### src/rtl/rng_cmd_ctrl.sv
// Command sequencer for the 4-digit random-number core: key sync/debounce, arbitration,
// history fill/pointer tracking and roll lockout. Optional auto-repeat: RNG_CTRL_AUTOREPEAT_EN.
module rng_cmd_ctrl #(
    parameter int DEB_CYCLES    = 16,
    parameter int HIST_DEPTH    = 13,
    parameter int BUSY_WAIT     = 4,
    parameter int REPEAT_CYCLES = 256
) (
    input  logic       i_clk,
    input  logic       i_rst_n,
    input  logic       i_key_start,
    input  logic       i_key_prev,
    input  logic       i_key_next,
    input  logic       i_busy,
    output logic       o_start,
    output logic       o_prev,
    output logic       o_next,
    output logic       o_err,
    output logic [1:0] o_state,
    output logic [3:0] o_fill,
    output logic [3:0] o_ptr
);

    localparam int DW = $clog2(DEB_CYCLES + 1);
    localparam int WW = $clog2(BUSY_WAIT + 1);

    generate
        if (DEB_CYCLES < 2 || HIST_DEPTH < 1 || HIST_DEPTH > 15 || BUSY_WAIT < 1 || REPEAT_CYCLES < 1) begin : g_bad_params
            $error("rng_cmd_ctrl: illegal parameter set");
        end
    endgenerate

    typedef enum logic [1:0] {
        ST_IDLE = 2'd0,
        ST_ROLL = 2'd1,
        ST_STOP = 2'd2
    } state_t;

    state_t          state;
    logic            busy_seen;
    logic [WW-1:0]   wait_cnt;
    logic [3:0]      fill;
    logic [3:0]      ptr;

    // Key vectors are ordered {next, prev, start}; bit 0 has the highest priority.
    logic [2:0]          keys_raw;
    logic [2:0]          sync1;
    logic [2:0]          sync2;
    logic [2:0]          stable;
    logic [2:0]          stable_d;
    logic [2:0][DW-1:0]  deb_cnt;
    logic [2:0]          press;
    logic [2:0]          ev;
    logic                ev_start;
    logic                ev_prev;
    logic                ev_next;

    assign keys_raw = {i_key_next, i_key_prev, i_key_start};

    always_ff @(posedge i_clk or negedge i_rst_n) begin
        if (!i_rst_n) begin
            sync1    <= '0;
            sync2    <= '0;
            stable   <= '0;
            stable_d <= '0;
            deb_cnt  <= '0;
        end else begin
            sync1    <= keys_raw;
            sync2    <= sync1;
            stable_d <= stable;
            for (int k = 0; k < 3; k++) begin
                if (sync2[k] == stable[k]) begin
                    deb_cnt[k] <= '0;
                end else if (deb_cnt[k] == DW'(DEB_CYCLES - 1)) begin
                    deb_cnt[k] <= '0;
                    stable[k]  <= sync2[k];
                end else begin
                    deb_cnt[k] <= deb_cnt[k] + 1'b1;
                end
            end
        end
    end

    assign press = stable & ~stable_d;

`ifdef RNG_CTRL_AUTOREPEAT_EN
    localparam int RW = $clog2(REPEAT_CYCLES + 1);

    logic                idle;
    logic [1:0][RW-1:0]  rep_cnt;
    logic [1:0]          rep_ev;

    assign idle = (state == ST_IDLE);

    // Timer runs only while the key is held in IDLE, so release or any state change restarts it.
    always_ff @(posedge i_clk or negedge i_rst_n) begin
        if (!i_rst_n) begin
            rep_cnt <= '0;
        end else begin
            for (int k = 0; k < 2; k++) begin
                if (!(stable[k+1] && idle)) begin
                    rep_cnt[k] <= '0;
                end else if (rep_cnt[k] == RW'(REPEAT_CYCLES)) begin
                    rep_cnt[k] <= RW'(1);
                end else begin
                    rep_cnt[k] <= rep_cnt[k] + 1'b1;
                end
            end
        end
    end

    always_comb begin
        rep_ev = '0;
        for (int k = 0; k < 2; k++) begin
            rep_ev[k] = stable[k+1] && idle && (rep_cnt[k] == RW'(REPEAT_CYCLES));
        end
    end

    assign ev = press | {rep_ev, 1'b0};
`else
    assign ev = press;
`endif

    assign ev_start = ev[0];
    assign ev_prev  = ev[1] & ~ev[0];
    assign ev_next  = ev[2] & ~ev[1] & ~ev[0];

    // Busy handshake: after o_start the core must raise i_busy within BUSY_WAIT cycles;
    // the following fall of i_busy marks the roll as finished.
    always_ff @(posedge i_clk or negedge i_rst_n) begin
        if (!i_rst_n) begin
            state     <= ST_IDLE;
            o_start   <= 1'b0;
            o_prev    <= 1'b0;
            o_next    <= 1'b0;
            o_err     <= 1'b0;
            busy_seen <= 1'b0;
            wait_cnt  <= '0;
            fill      <= '0;
            ptr       <= '0;
        end else begin
            o_start <= 1'b0;
            o_prev  <= 1'b0;
            o_next  <= 1'b0;
            o_err   <= 1'b0;
            case (state)
                ST_IDLE: begin
                    if (ev_start) begin
                        o_start   <= 1'b1;
                        ptr       <= '0;
                        if (fill < 4'(HIST_DEPTH)) fill <= fill + 4'd1;
                        busy_seen <= 1'b0;
                        wait_cnt  <= '0;
                        state     <= ST_ROLL;
                    end else if (ev_prev) begin
                        if (({1'b0, ptr} + 5'd1) < {1'b0, fill}) begin
                            o_prev <= 1'b1;
                            ptr    <= ptr + 4'd1;
                        end
                    end else if (ev_next && ptr != 4'd0) begin
                        o_next <= 1'b1;
                        ptr    <= ptr - 4'd1;
                    end
                end
                ST_ROLL: begin
                    if (ev_start) begin
                        o_start <= 1'b1;
                        state   <= ST_STOP;
                    end else if (busy_seen && !i_busy) begin
                        state <= ST_IDLE;
                    end else if (i_busy) begin
                        busy_seen <= 1'b1;
                    end else if (wait_cnt == WW'(BUSY_WAIT - 1)) begin
                        o_err <= 1'b1;
                        state <= ST_IDLE;
                    end else begin
                        wait_cnt <= wait_cnt + 1'b1;
                    end
                end
                ST_STOP: begin
                    if (!i_busy) state <= ST_IDLE;
                end
                default: state <= ST_IDLE;
            endcase
        end
    end

    assign o_state = state;
    assign o_fill  = fill;
    assign o_ptr   = ptr;

endmodule

### config.mk
export PLATFORM = sky130hd
export DESIGN_NAME = rng_cmd_ctrl
export DESIGN_NICKNAME = d
export VERILOG_FILES = /design/src/rtl/rng_cmd_ctrl.sv
export SDC_FILE = /design/constraint.sdc
export NUM_CORES = 1
export LEC_CHECK = 0
export ABC_AREA = 0
export BUFFER_PORTS_ARGS = -buffer_cell sky130_fd_sc_hd__buf_4
export CAP_MARGIN = 25
export CORE_ASPECT_RATIO = 1.2
export CORE_MARGIN = 1
export CORE_UTILIZATION = 25
export DETAILED_ROUTE_END_ITERATION = 12
export GPL_TIMING_DRIVEN = 0
export SLEW_MARGIN = 20
export SYNTH_ARGS = -nofsm -noshare
export SYNTH_HDL_FRONTEND = slang
export SYNTH_SLANG_ARGS = --single-unit
### constraint.sdc
create_clock -name i_clk -period 5.93 [get_ports i_clk]
set_clock_uncertainty 0.2 [all_clocks]
set_input_delay 1.186 -clock i_clk [delete_from_list [all_inputs] [get_ports i_clk]]
set_output_delay 1.186 -clock i_clk [all_outputs]
set_load 0.005 [all_outputs]
==> impl_metrics.tcl, run 1 <==
set metrics [dict create \
    min_period_ps 2420 \
    synth.distinct_cells 39 \
    layout-drive-gt1-share 0.204 \
    async_flop_share 1.00 \
    critical-path-max-stage-delay_ps 470 \
    routed-via-count 1325 \
    crit_top_cell "ha_1" \
    fillers 839 \
    drt.antenna.violating_nets 0 \
    grt.total_usage 0.0836 \
    syn_area_um2 2080 \
    final_cell_area_um2 2460 \
    wl_per_cell_um 11.0 \
    drc 0 \
    yosysSeqAreaShare 0.541 \
    hpwlAfterDp_um 2330 \
    finalSetupViolCount 0 \
    arrival_ps 2400 \
    startpoint_type "register" \
    max_cap_viol_count 0 \
    final_hold_viol_count 0 \
    diodes 0 \
    grt_pass1_vias 1308 \
    io_buffers 19 \
    path_clk_slew_ps 90 \
    antenna_found_initial 0 \
    grt_max_degree 46 \
    drt_wl_total_um 3310 \
    cts_root_buf "clkbuf_8" \
    core_um2 8110 \
    overflow 0 \
    drv_slew 0 \
    p_leak_nw 1.25 \
    ctsHoldBuffers 0 \
    setup_tns_ps 0 \
    start_util 0.257 \
    cts_tree "done" \
    rsz0062_at_grt "false" \
    synth_edf_count 0 \
    end_kind "register" \
    fmaxAchievable_mhz 413 \
    outcome "finished, final reports clean" \
    insertion_delay_ps 290 \
    h-tree-depth 2 \
    dr.pass1.iters 4 \
    power_density_nw_per_um2 245 \
    crit_required_ps 5910 \
    cp_max_fo 6 \
    hold_ws_ps 152 \
    layout_commonest_cell "dfrtp_1" \
    synthCells 179 \
    rows 36 \
    fin_nets 226 \
    synth_warnings 0 \
    dp.cells 293 \
    syn_avg_cell_area_um2 11.6 \
    clockBufferDepth 2 \
    hold_path.class "register to register" \
    viasPerCell 4.40 \
    post_cts.repair.setup_buffers 0 \
    io_pins 20 \
    worst-setup-path-type "register to register" \
    layout.cells.non_filler 301 \
    die_w_um 85.3 \
    startpoint "o_ptr[0]" \
    tightest_slew_ps 559 \
    final_cell_mix "45 x dfrtp_1, 19 x nor2_1, 19 x buf_4" \
    place.gp.congestion 0.758 \
    reg2reg_from "o_ptr[0]" \
    cts_made_buffers 5 \
    worst_path_max_delay_cell "dfrtp_1" \
    post-route-period-util 0.408 \
    die_h_um 102 \
    cts.sinks 45 \
    min_from "sync1[2]" \
    max-vdd-ir-drop_v 0.000111 \
    cts.repair.resized 0 \
    crit_chain "inv_1, ha_1, ha_1, a21o_1, a31oi_2, o21a_4, mux2_4" \
    dpl_cell_area_um2 2340 \
    max_slew_margin 0.627 \
    grt_pass1_wl_um 5800 \
    synth_top_flop_cell "dfrtp_1" \
    synth-seq-cells 45 \
    syn_nets 200 \
    area_growth_pct 18.3 \
    initialDrtViolationCount 49 \
    die_area_um2 8700 \
]
-- cells in the mapped netlist (2+ instances only) --
| library cell | n | area, um2 |
|---|---|---|
| dfrtp_1 | 45 | 1130 |
| mux2_4 | 2 | 30.0 |
| a21o_1 | 2 | 15.0 |
| xnor2_1 | 5 | 43.8 |
| buf_6 | 2 | 22.5 |
| and3_1 | 4 | 25.0 |
| nand3_1 | 9 | 45.0 |
| xor2_1 | 11 | 96.3 |
| and2_1 | 3 | 18.8 |
| ha_1 | 14 | 175 |
| nand2b_1 | 2 | 12.5 |
| mux2_2 | 3 | 33.8 |
| nor2b_1 | 2 | 12.5 |
| mux2i_1 | 2 | 20.0 |
| nor2_1 | 19 | 71.3 |
| o21ai_0 | 9 | 45.0 |
| nand2_1 | 9 | 33.8 |
| inv_1 | 12 | 45.0 |
| nand2_2 | 2 | 12.5 |
| a21oi_1 | 3 | 15.0 |
-- power by group --
part	total [mW]	internal (mW)	switching, mW
clock network	0.240	0.137	0.103
registers	0.323	0.315	0.00748
logic	0.0402	0.0184	0.0217
-- cell type report --
class	count	area, um2	share of cell area
plain buffers	2	22.5	0.00914
clock buffers	6	82.6	0.0335
clock inverters	2	37.5	0.0152
inverters	12	45.0	0.0183
multi-input cells	120	888	0.361
flip-flops and latches	45	1130	0.457
well taps	95	119	0.0482
repair buffers	19	143	0.0579
-- through the flow --
stage	util	setup slack, ps	power [mW]
2_1_floorplan	-	3690	0.352
3_3_place_gp	0.289	3520	0.369
3_5_place_dp	0.289	3500	0.371
4_1_cts	0.304	3490	0.615
5_1_grt	0.304	3370	0.634
6_report	0.304	3510	0.603
-- critical path, delay by kind of cell (launching register included) --
family | cells | cell delay, ps
multiplexers | 1 | 300
flip-flops | 1 | 470
adder cells (fa/ha/maj) | 2 | 590
AO/OA/AOI/OAI | 3 | 610
buffers and inverters | 1 | 140
-- registers in the layout (all words and copies together) (netlist names), 2 cells and up --
signal and cells:
deb_cnt 15, o_fill 4, o_ptr 4, stable 3
stable_d 3, sync1 3, sync2 3, wait_cnt 3
o_state 2
-- cells by family (layout without fill, tap and decap cells) --
kind of cell / Yosys count / after routing / share of synthesized area
simple gates: 60 / 60 / 0.150
flops: 45 / 45 / 0.541
compound gates: 22 / 22 / 0.0751
xor+xnor: 16 / 16 / 0.0673
fa+ha+maj: 15 / 15 / 0.0938
buf+inv: 14 / 41 / 0.0324
mux: 7 / 7 / 0.0403
-- path summary, 6_finish.rpt --
| check | depth (start not counted) | slack, ps | endpoint |
|---|---|---|---|
| worst max-delay path | 7 | 3510 | o_ptr[1] |
| worst min-delay path | 0 | 150 | sync2[2] |
| worst max register to register | 7 | 3510 | o_ptr[1] |
| worst min register to register | 0 | 150 | sync2[2] |
| max in group asynchronous | 1 | 4470 | deb_cnt[9] |
| min in group asynchronous | 1 | 690 | o_fill[1] |
-- layer usage --
metal / vias up / global-route usage / part of all wire / wire [um]
met5: - / 0 / 0 / 0
met4: 0 / 0.0308 / 0.011 / 36
met3: 4 / 0.0218 / 0.032 / 106
met2: 17 / 0.147 / 0.48 / 1600
met1: 649 / 0.0990 / 0.47 / 1560
li1: 655 / - / - / -
Note: power is estimated with default switching activity, not from simulation.
==> inputs of run 2 (changes only) <==
- ABC_AREA: 0 -> 1
- clock period: 5.93 -> 2.2 ns (I/O delays scaled with it)
==> run 2 against run 1 <==
  * Combinational power grew to 3.9 times the previous value
  * Sequential cell count stayed put
  * Synthesized cell count is 30% higher
  * Utilization is 0.32 points higher
==> impl_metrics.tcl, run 2 <==
set metrics [dict create \
    outcome "finished, final reports clean" \
    h-tree-depth 2 \
    yosys-top-cells-count "45 x dfrtp_1, 44 x nand2_1, 27 x inv_1" \
    final_cell_area_um2 2630 \
    synth.most_common_cell "dfrtp_1" \
    cts_tree "done" \
    regMostFlops "deb_cnt" \
    rows 37 \
    start_util 0.258 \
    worst-setup-path-type "register to register" \
    die_w_um 87.8 \
    ctsHoldBuffers 1 \
    power_density_nw_per_um2 643 \
    drt_wl_total_um 3690 \
    rsz0062_at_grt "false" \
    dpl_cell_area_um2 2500 \
    diodes 0 \
    area_growth_pct 19.0 \
    largest_reg_flops 15 \
    routed-via-count 1497 \
    clockBufferDepth 2 \
    initialDrtViolationCount 75 \
    die_h_um 105 \
    grt.total_usage 0.0911 \
    end_kind "register" \
    final_util 0.307 \
    finalSetupViolCount 0 \
    final_hold_viol_count 0 \
    grt_pass1_wl_um 6580 \
    syn_avg_cell_area_um2 9.53 \
    max_slew_margin 0.613 \
    crit_required_ps 2190 \
    reg2reg_slack_ps 140 \
    tightest_slew_ps 580 \
    arrival_ps 2050 \
    grt_max_degree 46 \
    synth.distinct_cells 28 \
    path_clk_slew_ps 90 \
    async_flop_share 1.00 \
    startpoint_type "register" \
    p_leak_nw 1.35 \
    io_pins 20 \
    cp_max_fo 8 \
    hold_ws_ps 45.2 \
    layout-drive-gt1-share 0.219 \
    synth_warnings 0 \
    cts.repair.resized 0 \
    cts.sinks 45 \
    die_area_um2 9230 \
    synth_top_area_frac 0.509 \
    fmaxAchievable_mhz 486 \
    synthTopCellsByArea "dfrtp_1 51%, ha_1 7.9%, nand2_1 7.5%" \
    dr.pass1.iters 3 \
    grt_pass1_vias 1476 \
    max-vdd-ir-drop_v 0.000315 \
    synth_edf_count 0 \
    insertion_delay_ps 300 \
    fin_nets 280 \
    cts_made_buffers 5 \
    synth_top_flop_cell "dfrtp_1" \
    final_cell_mix "45 x dfrtp_1, 44 x nand2_1, 27 x inv_1" \
    yosysSeqAreaShare 0.509 \
    viasPerCell 3.97 \
    min_period_ps 2060 \
    drt.antenna.violating_nets 0 \
    syn_nets 253 \
    max_cap_viol_count 0 \
    core_um2 8560 \
    drc 0 \
    overflow 0 \
    post-route-period-util 0.936 \
    setup_tns_ps 0 \
    hpwlAfterDp_um 2730 \
    post_cts.repair.setup_buffers 0 \
    synth-seq-cells 45 \
    place.gp.congestion 0.777 \
    drv_slew 0 \
    wl_per_cell_um 9.78 \
    hold_path.class "input port to register" \
    syn_area_um2 2210 \
    antenna_found_initial 0 \
    yosysTopAreaCell "dfrtp_1" \
    cts_root_buf "clkbuf_8" \
    layout_commonest_cell "dfrtp_1" \
    synthCells 232 \
    io_buffers 19 \
]
[run 2: changes by cell type in the layout (fill, tap and decap cells not counted), moves of 4 or more]
| cell | previous run | this run |
|---|---|---|
| nand2_4 | 0 | 4 |
| inv_2 | 0 | 6 |
| a21oi_1 | 3 | 7 |
| o21ai_0 | 9 | 4 |
| inv_1 | 12 | 27 |
| nor2_1 | 19 | 25 |
| nor3_1 | 1 | 5 |
| nand2_1 | 9 | 44 |
[run 2: metal layers]
| metal | up-vias | wire [um] | GRT usage | share of wire |
|---|---|---|---|---|
| li1 | 775 | - | - | - |
| met1 | 700 | 1740 | 0.114 | 0.47 |
| met2 | 17 | 1750 | 0.148 | 0.48 |
| met3 | 5 | 136 | 0.0229 | 0.037 |
| met4 | 0 | 59 | 0.0351 | 0.016 |
| met5 | - | 0 | 0 | 0 |
[run 2: layout make-up]
type	instances	area, um2
inverters	34	130
clock buffers	6	82.6
well taps	117	146
multi-input cells	152	943
flip-flops and latches	45	1130
repair buffers	20	153
fillers	899	5930
plain buffers	1	11.3
clock inverters	2	37.5
[run 2: power breakdown]
group / internal [mW] / switching, mW / total (mW)
clock network: 0.369 / 0.285 / 0.654
logic: 0.0666 / 0.0898 / 0.156
registers: 0.854 / 0.0251 / 0.879
total: 1.29 / 0.400 / 1.69
[run 2: final timing paths]
path	depth (start not counted)	start	to
worst max register to register	12	o_ptr[0]	o_ptr[3]
min in group asynchronous	2	i_rst_n	deb_cnt[2]
worst min register to register	0	sync1[0]	sync2[0]
max in group asynchronous	2	i_rst_n	sync1[0]
worst min-delay path	1	i_key_prev	sync1[1]
worst max-delay path	12	o_ptr[0]	o_ptr[3]
[run 2: worst max-delay path: stages, from the launching register on]
cell	delay [ps]
dfrtp_1	460
inv_1	140
ha_1	320
ha_1	270
nand2_1	50
nand2_1	50
nand2_1	50
nand2_1	120
nand2_4	60
nand2_4	100
inv_2	30
nand2_1	50
nand2_1	40
[run 2: kinds of logic after synthesis]
logic type / share of synthesized area
mux: 0.0102
buf+inv: 0.0640
fa+ha+maj: 0.0883
flops: 0.509
simple gates: 0.233
compound gates: 0.0515
xor+xnor: 0.0436
[run 2: metrics by stage]
stage / setup WS [ps] / cells / power [mW]
floorplan: 323 / 232 / 0.994
global route: 1.34 / 377 / 1.77
global placement: 133 / 368 / 1.05
detailed placement: 141 / 368 / 1.06
finish: 142 / 377 / 1.69
CTS: 109 / 377 / 1.72
==> inputs of run 3 (changes only) <==
- CORE_ASPECT_RATIO: 1.2 -> not set
==> run 3 against run 2 <==
  * Sequential cell count is the same
  * Routed wire length grew 2.4%
  * Non-clock buffer count is the same
  * Global-route usage grew 0.40 points
  * Power shrank 9.4%
  * Die area is essentially flat
  * Clock power shrank 25%
  * Critical path depth is the same
  * Sequential share of layout area grew 0.86 points
  * Final area shrank 1.9%
  * Setup slack gained 47 ps
  * Largest power group unchanged
==> impl_metrics.tcl, run 3 (same netlist as run 2, synthesis figures left out) <==
set metrics [dict create \
    outcome "finished, final reports clean" \
    p_leak_nw 1.34 \
    dr.pass1.iters 4 \
    tightest_slew_ps 575 \
    final_util 0.308 \
    max_slew_margin 0.616 \
    cts.sinks 45 \
    dpl_cell_area_um2 2480 \
    rsz0062_at_grt "false" \
    layout-drive-gt1-share 0.223 \
    min_period_ps 2010 \
    fmaxAchievable_mhz 497 \
    p_comb_frac 0.105 \
    io_buffers 19 \
    fin_nets 280 \
    crit_chain "inv_1, ha_1, ha_1, nand2_1, nand2_1, nand2_1, nand2_1, nand2_4, nand2_4, inv_2, nand2_1, nand2_1" \
    hold_path.class "input port to register" \
    routed-via-count 1516 \
    p_int_mw 1.14 \
    grt_pass1_wl_um 6760 \
    cts_tree "done" \
    final_hold_viol_count 0 \
    rows 33 \
    start_util 0.264 \
    grt_pass1_vias 1534 \
    cp_max_fo 8 \
    dpl_worst_slack_ps 137 \
    viasPerCell 4.15 \
    power_density_nw_per_um2 593 \
    post_cts.repair.setup_buffers 0 \
    post-route-period-util 0.914 \
    max-vdd-ir-drop_v 0.000238 \
    regMostFlops "deb_cnt" \
    cts_root_buf "clkbuf_8" \
    arrival_ps 2000 \
    final_cell_area_um2 2580 \
    worst_path_max_delay_cell "dfrtp_2" \
    swShare 0.254 \
    initialDrtViolationCount 74 \
    insertion_delay_ps 290 \
    grt_max_degree 46 \
    fillers 906 \
    p_seq_frac 0.574 \
    area_growth_pct 16.8 \
    setup_slack_ps 189 \
    critical-path-max-stage-delay_ps 450 \
    end_kind "register" \
    max_cap_viol_count 0 \
    multi_input_area_um2 946 \
    setup_tns_ps 0 \
    crit_required_ps 2190 \
    place.gp.congestion 0.741 \
    crit_top_cell "nand2_1" \
    wl_per_cell_um 10.4 \
    drt.antenna.violating_nets 0 \
    grt.total_usage 0.0951 \
    h-tree-depth 2 \
    p_switching_mw 0.389 \
    startpoint_type "register" \
    io_pins 20 \
    core_um2 8380 \
    worst-setup-path-type "register to register" \
    total_power_mw 1.53 \
    drt_wl_total_um 3780 \
    cts_made_buffers 5 \
    whs_path_depth 1 \
    drv_slew 0 \
    die_area_um2 9220 \
    die_h_um 96.0 \
    diodes 0 \
    antenna_found_initial 0 \
    clockPowerShare 0.321 \
    seq_area_um2 1130 \
    die_w_um 96.0 \
    rr_worst_depth 12 \
    clockBufferDepth 2 \
    path_clk_slew_ps 80 \
    largest_reg_flops 15 \
    drc 0 \
    final_cell_mix "44 x nand2_1, 44 x dfrtp_1, 27 x inv_1" \
    overflow 0 \
    hpwlAfterDp_um 2770 \
    finalSetupViolCount 0 \
]
-- run 3: stage by stage --
step | hold slack, ps | std cells
floorplan | -55.6 | 232
global placement | 139 | 356
detailed placement | 138 | 356
CTS | 45.7 | 365
global route | 34.2 | 365
finish | 52.2 | 365
-- run 3: final timing paths --
path / start / endpoint / slack, ps
max in group asynchronous: i_rst_n / o_ptr[0] / 890
setup reg to reg: o_ptr[0] / o_ptr[3] / 190
hold / removal: i_key_start / sync1[0] / 50
setup / recovery: o_ptr[0] / o_ptr[3] / 190
hold reg to reg: sync1[1] / sync2[1] / 150
min in group asynchronous: i_rst_n / deb_cnt[4] / 480
-- run 3: per-layer routing --
layer,GRT usage,part of all wire,up-vias
li1,-,-,778
met1,0.116,0.49,716
met2,0.159,0.46,18
met3,0.0300,0.044,4
met4,0.0299,0.0082,0
met5,0,0,-
-- run 3: power by group through the flow --
stage               Sequential (mW)  Clock [mW]  Combinational [mW]
detailed placement            0.896           0               0.162
CTS                           0.880       0.514               0.164
global placement              0.895           0               0.157
finish                        0.880       0.492               0.160
global route                  0.886       0.552               0.189
floorplan                     0.890           0               0.103
-- run 3: layout make-up --
| type | count | share of cell area |
|---|---|---|
| Clock buffer | 6 | 0.0281 |
| Buffer | 1 | 0.00436 |
| Multi-Input combinational cell | 152 | 0.366 |
| Clock inverter | 2 | 0.00388 |
| Tap cell | 105 | 0.0509 |
| Timing Repair Buffer | 20 | 0.0591 |
| Inverter | 34 | 0.0504 |
| Sequential cell | 45 | 0.437 |
-- run 3: worst max-delay path: cells and delay by family, from the launching register on --
| family | cells | cell delay (ps) |
|---|---|---|
| buf+inv | 2 | 180 |
| flops | 1 | 450 |
| simple gates | 8 | 550 |
| fa+ha+maj | 2 | 530 |
-- run 3: repair_timing --
item / in CTS / in global routing
endpoints found under the setup margin: 0 / 2
hold endpoints to repair: 45 / 0
hold buffers: 1 / 0
gates resized for setup: 0 / 2
